`config.mk`:
```
export PLATFORM = sky130hd
export DESIGN_NAME = alarm_scheduler
export DESIGN_NICKNAME = d
export VERILOG_FILES = /design/src/rtl/alarm_pkg.sv /design/src/rtl/alarm_slot_bank.sv /design/src/rtl/alarm_scheduler.sv
export SDC_FILE = /design/constraint.sdc
export NUM_CORES = 1
export LEC_CHECK = 0
export CORE_MARGIN = 1
export CORE_UTILIZATION = 42
export DETAILED_ROUTE_END_ITERATION = 8
export PLACE_DENSITY = 0.68
export SKIP_LAST_GASP = 1
export SYNTH_ARGS = -nofsm -noshare
export SYNTH_HDL_FRONTEND = slang
export SYNTH_HIERARCHICAL = 1
export SYNTH_SLANG_ARGS = --single-unit
```
`constraint.sdc`:
```
create_clock -name clk_1s -period 2.37 [get_ports clk_1s]
set_input_delay 0.5925 -clock clk_1s [delete_from_list [all_inputs] [get_ports clk_1s]]
set_output_delay 0.5925 -clock clk_1s [all_outputs]
set_load 0.05 [all_outputs]
```
`src/rtl/alarm_pkg.sv`:
```
// Shared types and constants for the alarm scheduler: FSM states, BCD alarm time
// and the slot-index width helper.
package alarm_pkg;

    typedef enum logic [1:0] {
        IDLE    = 2'd0,
        RINGING = 2'd1,
        SNOOZED = 2'd2
    } state_t;

    typedef struct packed {
        logic [1:0] h1;
        logic [3:0] h0;
        logic [3:0] m1;
        logic [3:0] m0;
    } hhmm_t;

    localparam int SEC_PER_MIN = 60;

    // A single-slot build still needs a one-bit index port.
    function automatic int idx_width(input int n);
        return (n > 1) ? $clog2(n) : 1;
    endfunction

endpackage

```
`src/rtl/alarm_slot_bank.sv`:
```
// Alarm slot register file with per-slot HH:MM:00 comparators and a
// lowest-index-wins priority encoder.
module alarm_slot_bank
    import alarm_pkg::*;
#(
    parameter int N_ALARMS = 4
) (
    input  logic                             clk_1s,
    input  logic                             reset,
    input  logic [1:0]                       H_in1,
    input  logic [3:0]                       H_in0,
    input  logic [3:0]                       M_in1,
    input  logic [3:0]                       M_in0,
    input  logic [3:0]                       S_in1,
    input  logic [3:0]                       S_in0,
    input  logic                             wr_en,
    input  logic [idx_width(N_ALARMS)-1:0]   wr_idx,
    input  logic [1:0]                       wr_h1,
    input  logic [3:0]                       wr_h0,
    input  logic [3:0]                       wr_m1,
    input  logic [3:0]                       wr_m0,
    input  logic                             wr_on,
    output logic                             match_any,
    output logic [idx_width(N_ALARMS)-1:0]   match_idx,
    output logic [N_ALARMS-1:0]              slot_on
);

    localparam int IDX_W = idx_width(N_ALARMS);

    hhmm_t slot_time [N_ALARMS];
    hhmm_t now_hhmm;
    hhmm_t wr_hhmm;
    logic  top_of_minute;
    logic [N_ALARMS-1:0] eligible;

    assign now_hhmm      = '{h1: H_in1, h0: H_in0, m1: M_in1, m0: M_in0};
    assign wr_hhmm       = '{h1: wr_h1, h0: wr_h0, m1: wr_m1, m0: wr_m0};
    assign top_of_minute = (S_in1 == 4'd0) && (S_in0 == 4'd0);

    always_ff @(posedge clk_1s or posedge reset) begin
        if (reset) begin
            for (int i = 0; i < N_ALARMS; i++) begin
                slot_time[i] <= '0;
                slot_on[i]   <= 1'b0;
            end
        end else begin
            for (int i = 0; i < N_ALARMS; i++) begin
                if (wr_en && (wr_idx == IDX_W'(i))) begin
                    slot_time[i] <= wr_hhmm;
                    slot_on[i]   <= wr_on;
                end
            end
        end
    end

    // Comparators read the registered slots, so a same-edge write only counts next cycle.
    always_comb begin
        for (int i = 0; i < N_ALARMS; i++) begin
            eligible[i] = slot_on[i] && top_of_minute && (slot_time[i] == now_hhmm);
        end
    end

    always_comb begin
        match_any = 1'b0;
        match_idx = '0;
        for (int i = N_ALARMS - 1; i >= 0; i--) begin
            if (eligible[i]) begin
                match_any = 1'b1;
                match_idx = IDX_W'(i);
            end
        end
    end

endmodule

```
`src/rtl/alarm_scheduler.sv`:
```
// Multi-slot alarm controller: picks the winning slot at HH:MM:00 and sequences
// the shared alarm through ringing, snoozing and auto-stop.
//
//   state   | meaning
//   IDLE    | waiting for a slot match, alarm low
//   RINGING | alarm high, ring_cnt counts seconds towards auto-stop
//   SNOOZED | alarm low, snz_cnt counts down to the next ring
module alarm_scheduler
    import alarm_pkg::*;
#(
    parameter int N_ALARMS       = 4,
    parameter int SNOOZE_MIN     = 5,
    parameter int RING_TIMEOUT_S = 60,
    parameter int MAX_SNOOZE     = 3
) (
    input  logic                             clk_1s,
    input  logic                             reset,
    input  logic [1:0]                       H_in1,
    input  logic [3:0]                       H_in0,
    input  logic [3:0]                       M_in1,
    input  logic [3:0]                       M_in0,
    input  logic [3:0]                       S_in1,
    input  logic [3:0]                       S_in0,
    input  logic                             wr_en,
    input  logic [idx_width(N_ALARMS)-1:0]   wr_idx,
    input  logic [1:0]                       wr_h1,
    input  logic [3:0]                       wr_h0,
    input  logic [3:0]                       wr_m1,
    input  logic [3:0]                       wr_m0,
    input  logic                             wr_on,
    input  logic                             snooze,
    input  logic                             stop,
    output logic                             alarm,
    output logic [idx_width(N_ALARMS)-1:0]   active_idx,
    output logic                             snoozed,
    output logic [1:0]                       snooze_left
);

    localparam int IDX_W      = idx_width(N_ALARMS);
    localparam int SNZ_CYCLES = SNOOZE_MIN * SEC_PER_MIN;
    localparam int SNZ_W      = $clog2(SNZ_CYCLES);

    localparam logic [SNZ_W-1:0] SNZ_LOAD    = SNZ_W'(SNZ_CYCLES - 1);
    localparam logic [7:0]       RING_LAST   = 8'(RING_TIMEOUT_S - 1);
    localparam logic [1:0]       SNOOZE_INIT = 2'(MAX_SNOOZE);

    state_t               state;
    logic [7:0]           ring_cnt;
    logic [SNZ_W-1:0]     snz_cnt;
    logic                 match_any;
    logic [IDX_W-1:0]     match_idx;
    logic [N_ALARMS-1:0]  slot_on;
    logic                 active_off;

    alarm_slot_bank #(
        .N_ALARMS (N_ALARMS)
    ) u_slot_bank (
        .clk_1s    (clk_1s),
        .reset     (reset),
        .H_in1     (H_in1),
        .H_in0     (H_in0),
        .M_in1     (M_in1),
        .M_in0     (M_in0),
        .S_in1     (S_in1),
        .S_in0     (S_in0),
        .wr_en     (wr_en),
        .wr_idx    (wr_idx),
        .wr_h1     (wr_h1),
        .wr_h0     (wr_h0),
        .wr_m1     (wr_m1),
        .wr_m0     (wr_m0),
        .wr_on     (wr_on),
        .match_any (match_any),
        .match_idx (match_idx),
        .slot_on   (slot_on)
    );

    // Disabling the owning slot ends the ring on the write edge itself; the
    // registered on bit is a backstop so the FSM never keeps a disabled owner.
    assign active_off = (wr_en && (wr_idx == active_idx) && !wr_on) || !slot_on[active_idx];

    always_ff @(posedge clk_1s or posedge reset) begin
        if (reset) begin
            state       <= IDLE;
            alarm       <= 1'b0;
            active_idx  <= '0;
            snoozed     <= 1'b0;
            snooze_left <= '0;
            ring_cnt    <= '0;
            snz_cnt     <= '0;
        end else begin
            unique case (state)
                IDLE: begin
                    if (match_any) begin
                        state       <= RINGING;
                        alarm       <= 1'b1;
                        active_idx  <= match_idx;
                        ring_cnt    <= '0;
                        snooze_left <= SNOOZE_INIT;
                    end
                end

                RINGING: begin
                    if (active_off || stop) begin
                        state <= IDLE;
                        alarm <= 1'b0;
                    end else if (snooze) begin
                        alarm <= 1'b0;
                        if (snooze_left != 2'd0) begin
                            state       <= SNOOZED;
                            snoozed     <= 1'b1;
                            snooze_left <= snooze_left - 2'd1;
                            snz_cnt     <= SNZ_LOAD;
                        end else begin
                            state <= IDLE;
                        end
                    end else if (ring_cnt == RING_LAST) begin
                        state <= IDLE;
                        alarm <= 1'b0;
                    end else begin
                        ring_cnt <= ring_cnt + 8'd1;
                    end
                end

                SNOOZED: begin
                    if (active_off || stop) begin
                        state   <= IDLE;
                        snoozed <= 1'b0;
                    end else if (snz_cnt == '0) begin
                        state    <= RINGING;
                        alarm    <= 1'b1;
                        snoozed  <= 1'b0;
                        ring_cnt <= '0;
                    end else begin
                        snz_cnt <= snz_cnt - 1'b1;
                    end
                end

                default: begin
                    state   <= IDLE;
                    alarm   <= 1'b0;
                    snoozed <= 1'b0;
                end
            endcase
        end
    end

endmodule

```
## Word level (Yosys, flattened, before mapping)

Cells that the tools add are included.

| word-level totals | value |
|---|---|
| register bits | 85 |
| latch bits | 0 |
| memory bits (writable) | 0 |
| memory bits (read-only) | 0 |
| bits of input ports | 44 |
| output and inout bits | 6 |
| logic and storage cells | 138 |
| memories | 0 |

| cells by class | value |
|---|---|
| add/sub/neg operators | 3 |
| multipliers | 0 |
| divide/modulo/power cells | 0 |
| order comparisons | 1 |
| eq/ne operators | 22 |
| shift operators | 0 |
| mux-type cells | 49 |
| bitwise gates (word level) | 1 |
| reduce and logical (&&, ||, !) cells | 35 |

Operator list:

| operator | count |
|---|---|
| equality test 14 bit | 4 |
| two-way mux 8 bit | 6 |
| two-way mux 9 bit | 5 |
| two-way mux 2 bit | 15 |
| case mux 8 bit (3 select lines) | 1 |
| inequality test 2 bit (second input constant) | 9 |
| case mux 9 bit (2 select lines) | 1 |
| two-way mux 1 bit | 16 |
| logical AND 1 bit | 15 |
| AND reduction 5 bit | 2 |
| logical NOT 9 bit | 1 |
| subtractor 9 x 1 -> 9 bit (second input constant) | 1 |
| adder 8 x 1 -> 8 bit (second input constant) | 1 |
| equality test 8 x 6 -> 1 bit (second input constant) | 1 |
| logical NOT 4 bit | 2 |
| AND reduction 7 bit | 1 |
| equality test 2 bit (second input constant) | 3 |
| case mux 1 bit (3 select lines) | 2 |
| case mux 2 bit (3 select lines) | 1 |
| AND reduction 6 bit | 1 |
| nonzero test 2 bit | 3 |
| equality test 2 x 1 -> 1 bit (second input constant) | 2 |
| logical NOT 2 bit | 2 |
| inequality test 4 bit (second input constant) | 1 |
| 13 further kinds | 15 |

## Longest topological paths before layout

| depth | value |
|---|---|
| depth after elaboration | 10 |
| mapped depth | 9 |
| depth with buffers taken out | 8 |

## Modules after synthesis

Netlist, hierarchy kept.

By module, submodules not included:

| module | instances | cells an instance | area each (sq um) | seq. area each (sq um) |
|---|---|---|---|---|
| alarm_slot_bank | 1 | 229 | 3078.0 | 1501.4 |
| alarm_scheduler | 1 | 140 | 1363.8 | 625.6 |

## Worst setup path after synthesis

No wires, ideal clock.

| timing path | value |
|---|---|
| path type | input-to-reg |
| from | input port M_in0[3] |
| to | register ring_cnt[0] |
| setup time | 0.128 ns |
| arrival | 2.276 ns |
| required time | 2.242 ns |
| slack | -0.034 ns |
| stages on the path | 9 |
| path buffers | 1 |
| cell sequence | clkbuf_2 > xnor2_1 > nand3_1 > nor4_1 > o21ai_0 > nand2_1 > nor3b_2 > nor3_4 > mux2_1 |

| between the ends | value |
|---|---|
| cells in the longest elaborated chain, start to end | 8 |
| elaborated cells on any way between the ends | 14 |
| classes of those cells | 5 x eq/ne; 4 x mux; 5 x reduce/logical |

Ends and longest elaborated chain:

| what | RTL line | RTL |
|---|---|---|
| from (decl) | alarm_scheduler.sv:21 | `input logic [3:0] M_in0,` |
| equality test 14 bit | alarm_slot_bank.sv:59 | `eligible[i] = slot_on[i] && top_of_minute && (slot_time[i] == now_hhmm);` |
| logical AND 1 bit | alarm_slot_bank.sv:59 |  |
| two-way mux 1 bit (3 in a row) | alarm_slot_bank.sv:67 | `if (eligible[i]) begin` |
| two-way mux 1 bit * | alarm_slot_bank.sv:67 |  |
| named net match_any | alarm_scheduler.sv:50 | `logic match_any;` |
| inequality test 2 bit (no source line) * | - |  |
| AND reduction 7 bit (no source line) * | - |  |
| to (signal assigned) | alarm_scheduler.sv:121 | `ring_cnt <= ring_cnt + 8'd1;` |
| to (decl) | alarm_scheduler.sv:48 | `logic [7:0] ring_cnt;` |

Mark *: on every way through the listed nets, which the timed path passes. The rest lies on a longest branch.
A chain may end at the register's enable or synchronous reset.

## Final worst setup path

| timing path | value |
|---|---|
| from | input port S_in1[3] |
| to | register ring_cnt[0] |

| between the ends | value |
|---|---|
| cells in the longest elaborated chain, start to end | 10 |
| elaborated cells on any way between the ends | 16 |
| classes of those cells | 1 x eq/ne; 4 x mux; 11 x reduce/logical |

Ends and longest elaborated chain:

| what | RTL line | RTL |
|---|---|---|
| from (decl) | alarm_scheduler.sv:22 | `input logic [3:0] S_in1,` |
| logical NOT 4 bit * | alarm_slot_bank.sv:38 | `assign top_of_minute = (S_in1 == 4'd0) && (S_in0 == 4'd0);` |
| logical AND 1 bit * | alarm_slot_bank.sv:38 |  |
| logical AND 1 bit (2 in a row) | alarm_slot_bank.sv:59 |  |
| two-way mux 1 bit (3 in a row) | alarm_slot_bank.sv:67 |  |
| two-way mux 1 bit * | alarm_slot_bank.sv:67 |  |
| named net match_any | alarm_scheduler.sv:50 |  |
| inequality test 2 bit (no source line) * | - |  |
| AND reduction 7 bit (no source line) * | - |  |

Marked as above.

==> impl_results.md <==
- Drt drc: 0
- Share of layout cells above drive strength 1: 0.364
- Most frequent cell after synthesis: dfrtp_1
- Routed length per instance: 16.9 µm
- Final setup skew: 13.5 ps
- Busiest grt layer: met2
- CTS tree: built
- Post-synth net total: roughly 420
- Maxcap violations: 0
- Hpwl dp: 7.07 mm
- Row Count: 37
- Finish-stage setup viols: 0
- Share of power burned in registers: 0.499
- Max clock buf depth: 2
- WHS: 449 ps
- Worst setup EP type: flip-flop
- Required @ worst endpoint: 2600 ps
- Area of the multi-input gates: 2290 µm²
- IO Count: 50
- Fin. max-slew vios: 0
- Initial antenna violation count: 0
- Pre-CTS WS: -673 ps
- # port buffers: between 40 and 50
- Final Hold Vio Count: 0
- Ys Warns: 6
- Vias in the first global route: between 3000 and 4000
- Tmin final: around 2300 ps
- Post-synthesis register bit count: between 80 and 90
- CTS Hold Bufs: 0
- Largest net degree at the start of global routing: 33
- Ys async rst share: 1.00
- Clk Latency, worst-skew pair: about 350 ps
- Core area: slightly above 10000 µm²
- Htree depth: 3
- Yosys cell types: 48
- Sw power: 1.02 mW
- Drt pass-1 iters: 4
- F_max: 0.432 GHz
- M3 GR Usage: 0.0349
- DIE HEIGHT: ~100 µm
- Worst-path maximum fanout: 7
- Met2 Usage GRT: 0.323
- Clock Sinks: 85
- Pwr dens: 645 nW/µm²
- Syn Area/Cell: between 10 and 15 µm²
- Initial DRC count: 88
- M1 GR Usage: 0.233
- Worst slew margin: 0.609
- WS Path Type: in2reg
- Clock share of power: 0.295
- Run status: finished, final reports clean
- Area after DPL: about 5200 µm²
- Leak pwr: roughly 2.4 nW
- DR vias: around 3000
- Power Total: approximately 3.6 mW
- Ys flop type: dfrtp_1
- Fin crit share: 0.976
- DIE WIDTH: about 100 µm
- Fin nets: 490
- Hold/Removal Path Class: in2async
- Internal: roughly 2.6 mW
- Clock root buffer: clkbuf_8
- Syn Std Cell Area: between 4000 and 5000 µm²
- Slew @ Worst Pin: approximately 580 ps
- Top cell type's share of synthesized area: 0.479
- Top cells by area, synth: dfrtp_1 48%, mux2_2 16%, xnor2_1 10%
- Setup WS post-layout: 57.8 ps
- # fillers: 924
- Area leader, netlist: dfrtp_1
- DRT Wirelength: ~9.9 mm
- GPL Wtd Cong: ~0.76
- Final core occ: 0.545
- ANT cells: 0
- Routed Antenna Nets: 0
- First-pass GRT wire length: approximately 16 mm
- GRT Total Usage: 0.186
- Synthesis-to-layout area growth: 26.1%
- Synth Instances: approximately 370
- Register area share after synthesis: 0.479
- EDFF count, synth: 0
- Die area: between 10000 and 15000 µm²
- Comb pwr share: 0.206
- Worst VDD drop: 383 µV
- TritonCTS Buffers: 9
- CP Launch Type: primary input
- DR vias/cell: 5.22
- Starting Density: 0.432
- Crit path DAT: ~2500 ps
- Fin area: around 5600 µm²
- Switch share: 0.281
- Global route overflow: 0
- Storage cell area: 2130 µm²
- Clock transition at path regs: ~90 ps
- Synth top cells by count: 85 x dfrtp_1, 62 x mux2_2, 53 x xnor2_1, 20 x o21ai_0, 14 x nand2_1
-- power groups by stage --
stage / clock network, mW / registers [mW] / logic, mW
finish: 1.07 / 1.80 / 0.745
global route: 1.15 / 1.82 / 0.799
CTS: 1.09 / 1.79 / 0.720
detailed placement: 0 / 1.81 / 0.697
global placement: 0 / 1.80 / 0.683
floorplan: 0 / 1.78 / 0.493
-- final timing paths --
kind	slack, ps	endpoint	cells after the start	start
min reg2reg	520	snz_cnt[7]	1	snz_cnt[7]
max reg2reg	110	ring_cnt[0]	8	u_slot_bank/slot_time[31]
max	60	ring_cnt[0]	8	S_in1[3]
min	450	u_slot_bank/slot_time[43]	2	reset
max in group asynchronous	1330	u_slot_bank/slot_time[46]	3	reset
min in group clk_1s	520	snz_cnt[7]	1	snz_cnt[7]
-- layout make-up --
class / count / share of cell area
Tap cell: 136 / 0.0304
Sequential cell: 85 / 0.380
Clock buffer: 9 / 0.0221
Inverter: 11 / 0.00737
Clock inverter: 7 / 0.0150
Timing Repair Buffer: 83 / 0.136
Multi-Input combinational cell: 253 / 0.409
-- state kept, by name, indices dropped and copies added, names as in the netlist --
name                   cells
state                      2
ring_cnt                   8
snz_cnt                    9
snoozed                    1
alarm                      1
u_slot_bank/slot_on        4
active_idx                 2
snooze_left                2
u_slot_bank/slot_time     56
-- cells by family (layout without fill, tap and decap cells) --
group                      after synthesis  in the layout  synth area share
DFF                                     85             85             0.479
and+or+nand+nor                         84             84             0.117
muxes                                   64             64             0.165
xor gates and xnor gates                58             58             0.119
AOI/OAI and AO/OA                       44             44            0.0625
buffers and inverters                   31            110            0.0487
adders and majority gates                3              3           0.00845
-- cells in the final DEF, fill, tap and decap left out, drive strengths merged, types with 4 or more instances in the layout --
cell type       n
dlymetal6s2s    5
inv            13
nand2          14
nand3b          4
nor2           11
nor4            6
nand3           9
nor3b           4
clkbuf         19
mux2           63
o22a            5
a21oi           7
o21ai          20
nand4          12
buf            36
dfrtp          85
nand2b          4
xnor2          56
clkdlybuf4s50  30
-- repair_timing --
action / in CTS / in global routing
resized for setup: 37 / 45
endpoints found under the setup margin: 14 / 20
pin swaps: 13 / 23
setup buffers: 6 / 2
-- through the flow --
| step | std cells | TNS, ps |
|---|---|---|
| floorplan | 369 | 0 |
| global placement | 564 | -7870 |
| detailed placement | 564 | -8580 |
| CTS | 584 | 0 |
| global route | 584 | -34.2 |
| finish | 584 | 0 |
-- per-layer routing --
metal / part of all wire / wire length, µm / vias to the layer above
met5: 0 / 0 / -
met2: 0.52 / 5160 / 64
met3: 0.032 / 313 / 12
li1: - / - / 1449
met4: 0.015 / 152 / 0
met1: 0.43 / 4250 / 1523
-- worst max-delay path, cell delays in order --
cell	delay, ps
clkdlybuf4s50_1	400
or4_4	520
nor2_4	140
o21ai_2	70
nand2_1	90
nor3b_4	330
nor3_4	120
mux2_4	280
No activity file was read; power rests on OpenSTA's default activity.
